[src/rtl/wash_timer_pkg.sv]
// wash_timer_pkg: controller state codes, display codes and BCD helpers shared by the wash timer
package wash_timer_pkg;

   localparam int BCD_W      = 4;
   localparam int BIN_W      = 10;
   localparam int CONV_STEPS = 10;

   localparam logic [2:0] shutDownST = 3'd0;
   localparam logic [2:0] beginST    = 3'd1;
   localparam logic [2:0] setST      = 3'd2;
   localparam logic [2:0] runST      = 3'd3;
   localparam logic [2:0] errorST    = 3'd4;
   localparam logic [2:0] pauseST    = 3'd5;
   localparam logic [2:0] finishST   = 3'd6;

   localparam logic [5:0] showEmpty = 6'd55;
   localparam logic [5:0] showFull  = 6'd56;
   localparam logic [5:0] showPause = 6'd57;
   localparam logic [5:0] showError = 6'd58;

   typedef logic [BCD_W-1:0]   bcd_t;
   typedef logic [3*BCD_W-1:0] bcd3_t;

   // double-dabble correction: any digit of 5 or more gets 3 added before the shift
   function automatic bcd3_t dabble_adj(input bcd3_t b);
      bcd3_t r;
      for (int i = 0; i < 3; i++)
         r[i*BCD_W +: BCD_W] = (b[i*BCD_W +: BCD_W] >= 4'd5) ? b[i*BCD_W +: BCD_W] + 4'd3 : b[i*BCD_W +: BCD_W];
      return r;
   endfunction

   // three BCD digits top out at 999
   function automatic logic [BIN_W-1:0] clamp999(input logic [BIN_W-1:0] v);
      return (v > 10'd999) ? 10'd999 : v;
   endfunction

endpackage

[src/rtl/wash_timer_bin2bcd_seq.sv]
// wash_timer_bin2bcd_seq: iterative 10-bit binary to 3-digit BCD converter, one shift per cycle
module wash_timer_bin2bcd_seq
   import wash_timer_pkg::*;
(
   input  logic             cp,
   input  logic             nCR,
   input  logic             start,
   input  logic             abort,
   input  logic [BIN_W-1:0] bin_in,
   output logic             busy,
   output logic             valid,
   output bcd3_t            bcd_out
);

   logic [BIN_W-1:0] bin_q, bin_d;
   bcd3_t            bcd_q, bcd_d;
   logic [3:0]       cnt_q, cnt_d;
   logic             busy_q, busy_d;

   // the first shift happens on start, so the result is complete while busy's last cycle is showing
   always_comb begin
      bin_d  = bin_q;
      bcd_d  = bcd_q;
      cnt_d  = cnt_q;
      busy_d = busy_q;
      if (abort)
         busy_d = 1'b0;
      else if (start) begin
         {bcd_d, bin_d} = {12'd0, bin_in} << 1;
         cnt_d          = 4'(CONV_STEPS - 1);
         busy_d         = 1'b1;
      end else if (busy_q) begin
         if (cnt_q == 4'd0)
            busy_d = 1'b0;
         else begin
            {bcd_d, bin_d} = {dabble_adj(bcd_q), bin_q} << 1;
            cnt_d          = cnt_q - 4'd1;
         end
      end
   end

   // converter state registers
   always_ff @(posedge cp or negedge nCR) begin
      if (!nCR) begin
         bin_q  <= '0;
         bcd_q  <= '0;
         cnt_q  <= '0;
         busy_q <= 1'b0;
      end else begin
         bin_q  <= bin_d;
         bcd_q  <= bcd_d;
         cnt_q  <= cnt_d;
         busy_q <= busy_d;
      end
   end

   assign busy    = busy_q;
   assign valid   = busy_q && (cnt_q == 4'd0) && !start && !abort;
   assign bcd_out = bcd_q;

endmodule

[src/rtl/wash_timer.sv]
// wash_timer: 1 Hz timebase plus BCD countdown of the current wash phase; WASH_TIMER_BLANK_EN enables leading-zero blanking
module wash_timer
   import wash_timer_pkg::*;
#(
   parameter int         DIV        = 50000000,
   parameter logic [5:0] CODE_EMPTY = showEmpty
) (
   input  logic       cp,
   input  logic       nCR,
   input  logic [2:0] state,
   input  logic       load,
   input  logic [9:0] loadSec,
   output logic       second,
   output logic       tick,
   output logic       busy,
   output logic       done,
   output logic [5:0] outLeft,
   output logic [5:0] outMiddle,
   output logic [5:0] outRight
);

`ifdef WASH_TIMER_BLANK_EN
   localparam bit BLANK = 1'b1;
`else
   localparam bit BLANK = 1'b0;
`endif

   localparam int PC_W = $clog2(DIV);

   logic [PC_W-1:0] pc_q, pc_d;
   logic            second_q, second_d;
   logic            tick_q, tick_d;
   bcd_t            hun_q, hun_d, ten_q, ten_d, uni_q, uni_d;
   logic            done_q, done_d;
   logic [5:0]      left_q, left_d, mid_q, mid_d, right_q, right_d;
   logic            off, load_acc, conv_valid, conv_busy, dec;
   bcd3_t           conv_bcd;
   logic [9:0]      load_val;

   assign off      = (state == shutDownST);
   assign load_acc = load && !off;
   assign load_val = clamp999(loadSec);

   wash_timer_bin2bcd_seq u_conv (
      .cp      (cp),
      .nCR     (nCR),
      .start   (load_acc),
      .abort   (off),
      .bin_in  (load_val),
      .busy    (conv_busy),
      .valid   (conv_valid),
      .bcd_out (conv_bcd)
   );

   // prescaler: free-running outside shutDown, second tracks the half-period, tick marks the wrap
   always_comb begin
      pc_d     = off ? '0 : (pc_q == PC_W'(DIV - 1)) ? '0 : pc_q + 1'b1;
      second_d = !off && (pc_d < PC_W'(DIV / 2));
      tick_d   = !off && (pc_q == PC_W'(DIV - 1));
   end

   // countdown: a finished conversion beats a decrement, and a pending load suppresses the decrement
   always_comb begin
      hun_d  = hun_q;
      ten_d  = ten_q;
      uni_d  = uni_q;
      done_d = 1'b0;
      dec    = !off && tick_q && (state == runST) && !conv_busy && !load_acc
               && ({hun_q, ten_q, uni_q} != 12'd0);
      if (off)
         {hun_d, ten_d, uni_d} = 12'd0;
      else if (conv_valid)
         {hun_d, ten_d, uni_d} = conv_bcd;
      else if (dec) begin
         uni_d  = (uni_q == 4'd0) ? 4'd9 : uni_q - 4'd1;
         ten_d  = (uni_q != 4'd0) ? ten_q : (ten_q == 4'd0) ? 4'd9 : ten_q - 4'd1;
         hun_d  = (uni_q != 4'd0 || ten_q != 4'd0) ? hun_q : hun_q - 4'd1;
         done_d = (uni_q == 4'd1) && (ten_q == 4'd0) && (hun_q == 4'd0);
      end
   end

   // digit codes for the view stage, optionally blanking leading zeros
   always_comb begin
      left_d  = (BLANK && hun_q == 4'd0) ? CODE_EMPTY : {2'b00, hun_q};
      mid_d   = (BLANK && hun_q == 4'd0 && ten_q == 4'd0) ? CODE_EMPTY : {2'b00, ten_q};
      right_d = {2'b00, uni_q};
   end

   // all timer registers
   always_ff @(posedge cp or negedge nCR) begin
      if (!nCR) begin
         pc_q     <= '0;
         second_q <= 1'b0;
         tick_q   <= 1'b0;
         hun_q    <= '0;
         ten_q    <= '0;
         uni_q    <= '0;
         done_q   <= 1'b0;
         left_q   <= '0;
         mid_q    <= '0;
         right_q  <= '0;
      end else begin
         pc_q     <= pc_d;
         second_q <= second_d;
         tick_q   <= tick_d;
         hun_q    <= hun_d;
         ten_q    <= ten_d;
         uni_q    <= uni_d;
         done_q   <= done_d;
         left_q   <= left_d;
         mid_q    <= mid_d;
         right_q  <= right_d;
      end
   end

   assign second    = second_q;
   assign tick      = tick_q;
   assign busy      = conv_busy;
   assign done      = done_q;
   assign outLeft   = left_q;
   assign outMiddle = mid_q;
   assign outRight  = right_q;

endmodule

[config.mk]
export PLATFORM = sky130hd
export DESIGN_NAME = wash_timer
export DESIGN_NICKNAME = d
export VERILOG_FILES = /design/src/rtl/wash_timer_pkg.sv /design/src/rtl/wash_timer_bin2bcd_seq.sv /design/src/rtl/wash_timer.sv
export SDC_FILE = /design/constraint.sdc
export NUM_CORES = 1
export LEC_CHECK = 0
export ABC_AREA = 1
export BUFFER_PORTS_ARGS = -buffer_cell sky130_fd_sc_hd__buf_2
export CAP_MARGIN = 20
export CORE_ASPECT_RATIO = 1.2
export CORE_MARGIN = 1.5
export CORE_UTILIZATION = 39
export CTS_CLUSTER_DIAMETER = 100
export DETAILED_ROUTE_END_ITERATION = 8
export MAX_ROUTING_LAYER = met4
export PLACE_DENSITY = 0.56
export SLEW_MARGIN = 20
export SYNTH_ARGS = -nofsm -noshare
export SYNTH_HDL_FRONTEND = slang
export SYNTH_SLANG_ARGS = --single-unit
export TNS_END_PERCENT = 20
[constraint.sdc]
create_clock -name cp -period 4.47 [get_ports cp]
set_input_delay 0.894 -clock cp [delete_from_list [all_inputs] [get_ports cp]]
set_output_delay 0.894 -clock cp [all_outputs]
set_load 0.05 [all_outputs]
After elaboration in Yosys (flattened, before gate mapping)

Cells that the tools add are included.

Output and inout port bits: 22
Word-level logic and storage cells: 99
Input port bits: 16
Flip-flop bits (word level): 80

$lt $le $gt $ge: 5
Bitwise operators: 1
Reductions and logical operators: 30
Equal/unequal tests: 6
Mux-type cells: 35
$add $sub $neg: 8

Operator list:

| cell                                                  | number |
|---|---|
| two-way mux 4 bit                                     | 18 |
| two-way mux 26 bit                                    | 2 |
| two-way mux 10 bit                                    | 4 |
| two-way mux 12 bit                                    | 3 |
| adder 26 x 1 -> 26 bit, second input constant         | 1 |
| == test 26 bit, second input constant                 | 1 |
| < comparator 26 x 25 -> 1 bit, second input constant  | 1 |
| zero test 4 bit                                       | 4 |
| subtractor 4 x 1 -> 4 bit, second input constant      | 4 |
| logical AND 1 bit                                     | 13 |
| >= comparator 4 x 3 -> 1 bit, second input constant   | 3 |
| nonzero test 12 bit                                   | 1 |
| greater-than comparator 10 bit, second input constant | 1 |
| adder 4 x 2 -> 4 bit, second input constant           | 2 |
| nonzero test 4 bit                                    | 2 |
| two-way mux 1 bit                                     | 7 |
| != test 3 bit, second input constant                  | 2 |
| == test 4 x 1 -> 1 bit, second input constant         | 1 |
| AND reduction 2 bit                                   | 2 |
| adder 3 x 2 -> 3 bit, second input constant           | 1 |
| == test 3 x 2 -> 1 bit, second input constant         | 1 |
| zero test 1 bit                                       | 3 |
| zero test 3 bit                                       | 1 |
| two-way mux 3 bit                                     | 1 |
| other kinds (6)                                       | 6 |

Logic depth before layout (Yosys ltp)

Depth after elaboration: 10
Gate-level depth with buffers: 14
Gate-level depth less buffers: 14

By module

Synthesis repeated with hierarchy kept, for this count alone.

Cells, all modules: 631
Area total of the unflattened synthesis: 4724.5 µm²

By module, submodules not included:

| module                 | seq. area each (µm²) | area an instance (µm²) | times used | cells an instance |
|---|---|---|---|---|
| wash_timer             | 1326.3               | 3211.8                 | 1          | 426 |
| wash_timer_bin2bcd_seq | 650.6                | 1512.7                 | 1          | 205 |

Least setup slack after synthesis

No wires, ideal clock.

Path kind: input port to flip-flop
From: input state[2]
To: register second_q (netlist: second)
Data required time: 4350 ps
Data arrival time: 1930 ps
Setup time: 120 ps
Setup slack: 2420 ps
Stages: 10
Buffers on the path: 1
Path through: inv_2 -> nand3_4 -> inv_2 -> buf_6 -> nor2_4 -> nand3_1 -> nor2_1 -> nand2_1 -> nor2_1 -> a21oi_2

Longest elaborated chain between the ends: 4
Elaborated cells between the ends (all ways): 5
Those cells by class: order compare: 1; mux: 1; reduce/logical: 3

Ends and longest elaborated chain:

| what                          | line              | source |
|---|---|---|
| from (decl)                   | wash_timer.sv:10  | `input logic [2:0] state,` |
| zero test 3 bit *             | wash_timer.sv:40  | `assign off = (state == shutDownST);` |
| two-way mux 26 bit            | wash_timer.sv:57  | `pc_d = off ? '0 : (pc_q == PC_W'(DIV - 1)) ? '0 : pc_q + 1'b1;` |
| < comparator 26 x 25 -> 1 bit | wash_timer.sv:58  | `second_d = !off && (pc_d < PC_W'(DIV / 2));` |
| logical AND 1 bit *           | wash_timer.sv:58  |  |
| named net second_d            | wash_timer.sv:31  | `logic second_q, second_d;` |
| to (signal assigned)          | wash_timer.sv:104 | `second_q <= second_d;` |
| to (decl)                     | wash_timer.sv:31  |  |

The timed path passes the listed nets; every way through them passes the cells marked *.
A chain may end at the register's enable or synchronous reset.

Final worst setup path

From: input state[1]
To: register u_conv.bcd_q[7] (netlist: u_conv.bcd_out[7])

Longest elaborated chain between the ends: 5
Elaborated cells between the ends (all ways): 8
Those cells by class: eq/ne: 1; mux: 1; bitwise: 1; reduce/logical: 5

Ends and longest elaborated chain:

| what                                                                          | line                         | source |
|---|---|---|
| zero test 3 bit *                                                             | wash_timer.sv:40             |  |
| zero test 1 bit                                                               | wash_timer.sv:41             | `assign load_acc = load && !off;` |
| logical AND 1 bit                                                             | wash_timer.sv:41             |  |
| != test 2 x 1 -> 1 bit (no source line) or nonzero test 2 bit (tied branches) | --                           |  |
| AND reduction 3 bit (no source line)                                          | --                           |  |
| to (signal assigned)                                                          | wash_timer_bin2bcd_seq.sv:46 | `bcd_q <= '0;` |
| to (signal assigned)                                                          | wash_timer_bin2bcd_seq.sv:51 | `bcd_q <= bcd_d;` |
| to (decl)                                                                     | wash_timer_bin2bcd_seq.sv:16 | `bcd3_t bcd_q, bcd_d;` |

Mark *: on every way between the ends. The rest lies on a longest branch, timed or not.

==> impl_metrics.yaml <==
outcome:
  status: "completed"
timing:
  fmax_ghz: 0.410
  finalSetupViolations: 0
  holdWs_ps: 375
  rsz0062_at_grt: "no"
  finClkSkew_ps: 5.56
  maxSlewViolCount: 0
  hold_violations: 0
  relSlewSlack_pct: 49.8
  setup_tns_ps: 0
  worst_slew_pin_slew_ps: 753
  period_minus_slack_ps: 2440
  post-route-period-util_pct: 54.6
cts:
  cts_tree: "built"
  cts_setup_buffers: 0
  cts-buffers-inserted: 9
  root_buffer: "clkbuf_16"
  hold_buffers: 0
  cts.sinks: 79
  cts.clk_slew.worst_paths_ps: 60
  clockBufferDepth: 2
  cts_resized: 0
  htreeDepth: 3
  clock_latency_ps: 330
global_route:
  antenna_found_initial: 0
  grt_max_degree: 80
  grt_pass1_vias: 3493
  grt_first_pass_wirelength_um: 16600
  overflow: 0
  grt_usage_pct: 18.0
place:
  place.gp.congestion: 0.862
  numPortBuffers: 31
  hpwl_um: 7340
  place_inst: 728
yosys:
  synth_ff_type: "dfrtp_1"
  synth_common_cells: "107 x nand2_1, 79 x dfrtp_1, 74 x inv_1"
  avgSynthCellArea_um2: 8.16
  synth.ff_latch_count: 79
  yosys-top-cells-area: "dfrtp_1 44%, nand2_1 9.0%, inv_1 6.2%"
  async_reset_ff_share_pct: 100
  synth.top_cell.area_share_pct: 44.1
  synthDistinctLibCells: 45
  netlist_area_um2: 4480
  yosys.area.top_type: "dfrtp_1"
  synth.most_common_cell: "nand2_1"
  ys_warn_count: 0
  yosysSeqAreaShare_pct: 44.1
  syn_inst: 549
  synth-edff-count: 0
floorplanning:
  die_w_um: 101
  initial_utilization_pct: 40.4
  std_cell_rows: 42
  die_h_um: 120
  io_pins: 38
  dieArea_um2: 12100
  core_region_area_um2: 11100
power_and_ir_drop:
  powerDensity_nw_per_um2: 524
  leakagePower_uw: 0.00243
  switchingPower_uw: 1010
  p_int_uw: 1660
  vdd_drop_max_v: 0.000263
  seqPwrFrac_pct: 38.8
  pwr-share-clk_pct: 28.3
  p_total_uw: 2670
  swShare_pct: 37.8
  p_comb_share_pct: 32.9
worst_hold_path:
  min_path_cells: 0
  holdCritStartpoint: "ten_q[3]"
  min_path_type: "reg2reg"
  worst_hold_path.endpoint: "outMiddle[3]"
critical_path:
  reg2reg_depth: 9
  r2r-start: "u_conv.cnt_q[0]"
  path_common_cell: "inv_2"
  critPathRequiredTime_ps: 4720
  crit_buf_inv: 4
  crit_arrival_ps: 2690
  cp_max_fo: 28
  critPathKind: "in2reg"
  critPathTopFamily: "compound AO/OA/AOI/OAI gates"
  slowest_delay_ps: 580
  startpoint_type: "input port"
  r2r_end: "u_conv.bcd_out[7]"
  slowest_stage: "a21oi_4"
  rrSetupSlack_ps: 2160
  crit_chain: "buf_2, inv_2, nand3_4, inv_2, a21oi_4, nand2_2, inv_1, nand3_1, o21ai_0"
  endpoint_kind: "register"
run:
  drv_cap: 0
layout:
  num-fill-cells: 1103
  fin_cells: 744
  num-nets-final: 615
  utilization_pct: 45.9
  drive_gt1_share_pct: 18.8
  diodes: 0
  syn2layout_area_growth_pct: 13.6
routing:
  wirelength_um: 9830
  ant_nets: 0
  wl_per_cell_um: 13.2
  firstDrtPassIters: 4
  drc: 0
  num_vias: 3580
  drt_iter0_markers: 131
  vias_per_cell: 4.81
[per-stage QoR]
step	instance area, µm²	setup slack (ps)
detailed placement	4770	1670
global route	5090	1810
CTS	5080	2010
floorplan	4500	2420
global placement	4770	1690
finish	5090	2030
[final cells by class]
type	instances	area (µm²)	area share, %
Tap cell	154	193	3.79
Timing Repair Buffer	31	161	3.17
Sequential cell	79	1980	38.8
Inverter	88	335	6.59
Multi-Input combinational cell	376	2110	41.5
Clock inverter	3	40.0	0.787
Clock buffer	13	270	5.31
[worst register-to-register path, delay by kind of cell, from the launching register on]
family / cells / cell delay [ps]
buf+inv: 2 / 310
flops: 1 / 370
simple gates: 4 / 700
fa+ha+maj: 1 / 210
compound gates: 2 / 640
[flip-flops by register name, summed over array words and instances (netlist names), 4 cells and up]
signal,cells
hun_q,4
outLeft,4
outMiddle,4
outRight,4
pc_q,26
ten_q,4
u_conv.bcd_out,12
u_conv.bin_q,9
u_conv.cnt_q,4
uni_q,4
[layout by cell type (no fill, tap or decap), types with 2 or more instances in the layout]
| master | instances |
|---|---|
| o21ai_0 | 24 |
| a21oi_2 | 2 |
| inv_1 | 74 |
| dfrtp_1 | 79 |
| a21oi_4 | 3 |
| nor3_1 | 5 |
| buf_2 | 30 |
| clkinv_2 | 2 |
| nor2_4 | 7 |
| xnor2_1 | 5 |
| o221ai_1 | 2 |
| nand2_1 | 107 |
| ha_1 | 14 |
| nand3_2 | 6 |
| o21ai_1 | 10 |
| nor2_1 | 62 |
| inv_2 | 12 |
| nor2_2 | 14 |
| nand3_1 | 28 |
| nand4_1 | 9 |
| a21oi_1 | 8 |
| o22ai_1 | 20 |
| nand2_2 | 7 |
| clkbuf_8 | 3 |
| nand2_4 | 4 |
| xor2_1 | 11 |
| nor4_1 | 2 |
| clkbuf_16 | 9 |
| or2_2 | 5 |
| o32ai_1 | 3 |
| conb_1 | 6 |
[logic make-up after synthesis]
| kind of cell | Yosys count | synth area share [%] |
|---|---|---|
| other | 1 | 0.0837 |
| XOR/XNOR | 16 | 3.13 |
| AND/OR/NAND/NOR | 262 | 28.7 |
| AO/OA/AOI/OAI | 78 | 10.9 |
| buffers and inverters | 99 | 9.16 |
| adder cells (fa/ha/maj) | 14 | 3.91 |
| flip-flops | 79 | 44.1 |
[routing by layer]
metal | up-vias | GRT usage, % | part of all wire (%) | routed length, µm
met5 | - | - | 0 | 0
met4 | 0 | 6.60 | 1.6 | 153
met3 | 12 | 2.72 | 1.6 | 155
met2 | 31 | 30.1 | 51 | 5050
met1 | 1712 | 22.0 | 45 | 4460
li1 | 1825 | - | - | -
[power groups by stage]
stage | Combinational, µW | Sequential, µW | Clock [µW]
after CTS | 884 | 1040 | 772
after global placement | 872 | 1050 | 0
after detailed placement | 880 | 1050 | 0
after global routing | 987 | 1060 | 800
final | 877 | 1030 | 755
after floorplan | 519 | 1210 | 0
[worst max-delay path by stage]
| stage | startpoint | end | cells after the start |
|---|---|---|---|
| 6_report | state[1] | u_conv.bcd_out[7] | 9 |
| 5_1_grt | state[1] | u_conv.bcd_out[7] | 9 |
| 4_1_cts | state[1] | u_conv.bcd_out[7] | 9 |
| 3_5_place_dp | state[1] | u_conv.bcd_out[7] | 9 |
| 3_3_place_gp | state[1] | u_conv.bcd_out[3] | 9 |
| 2_1_floorplan | state[2] | second | 10 |
(Power assumes the default switching activity.)
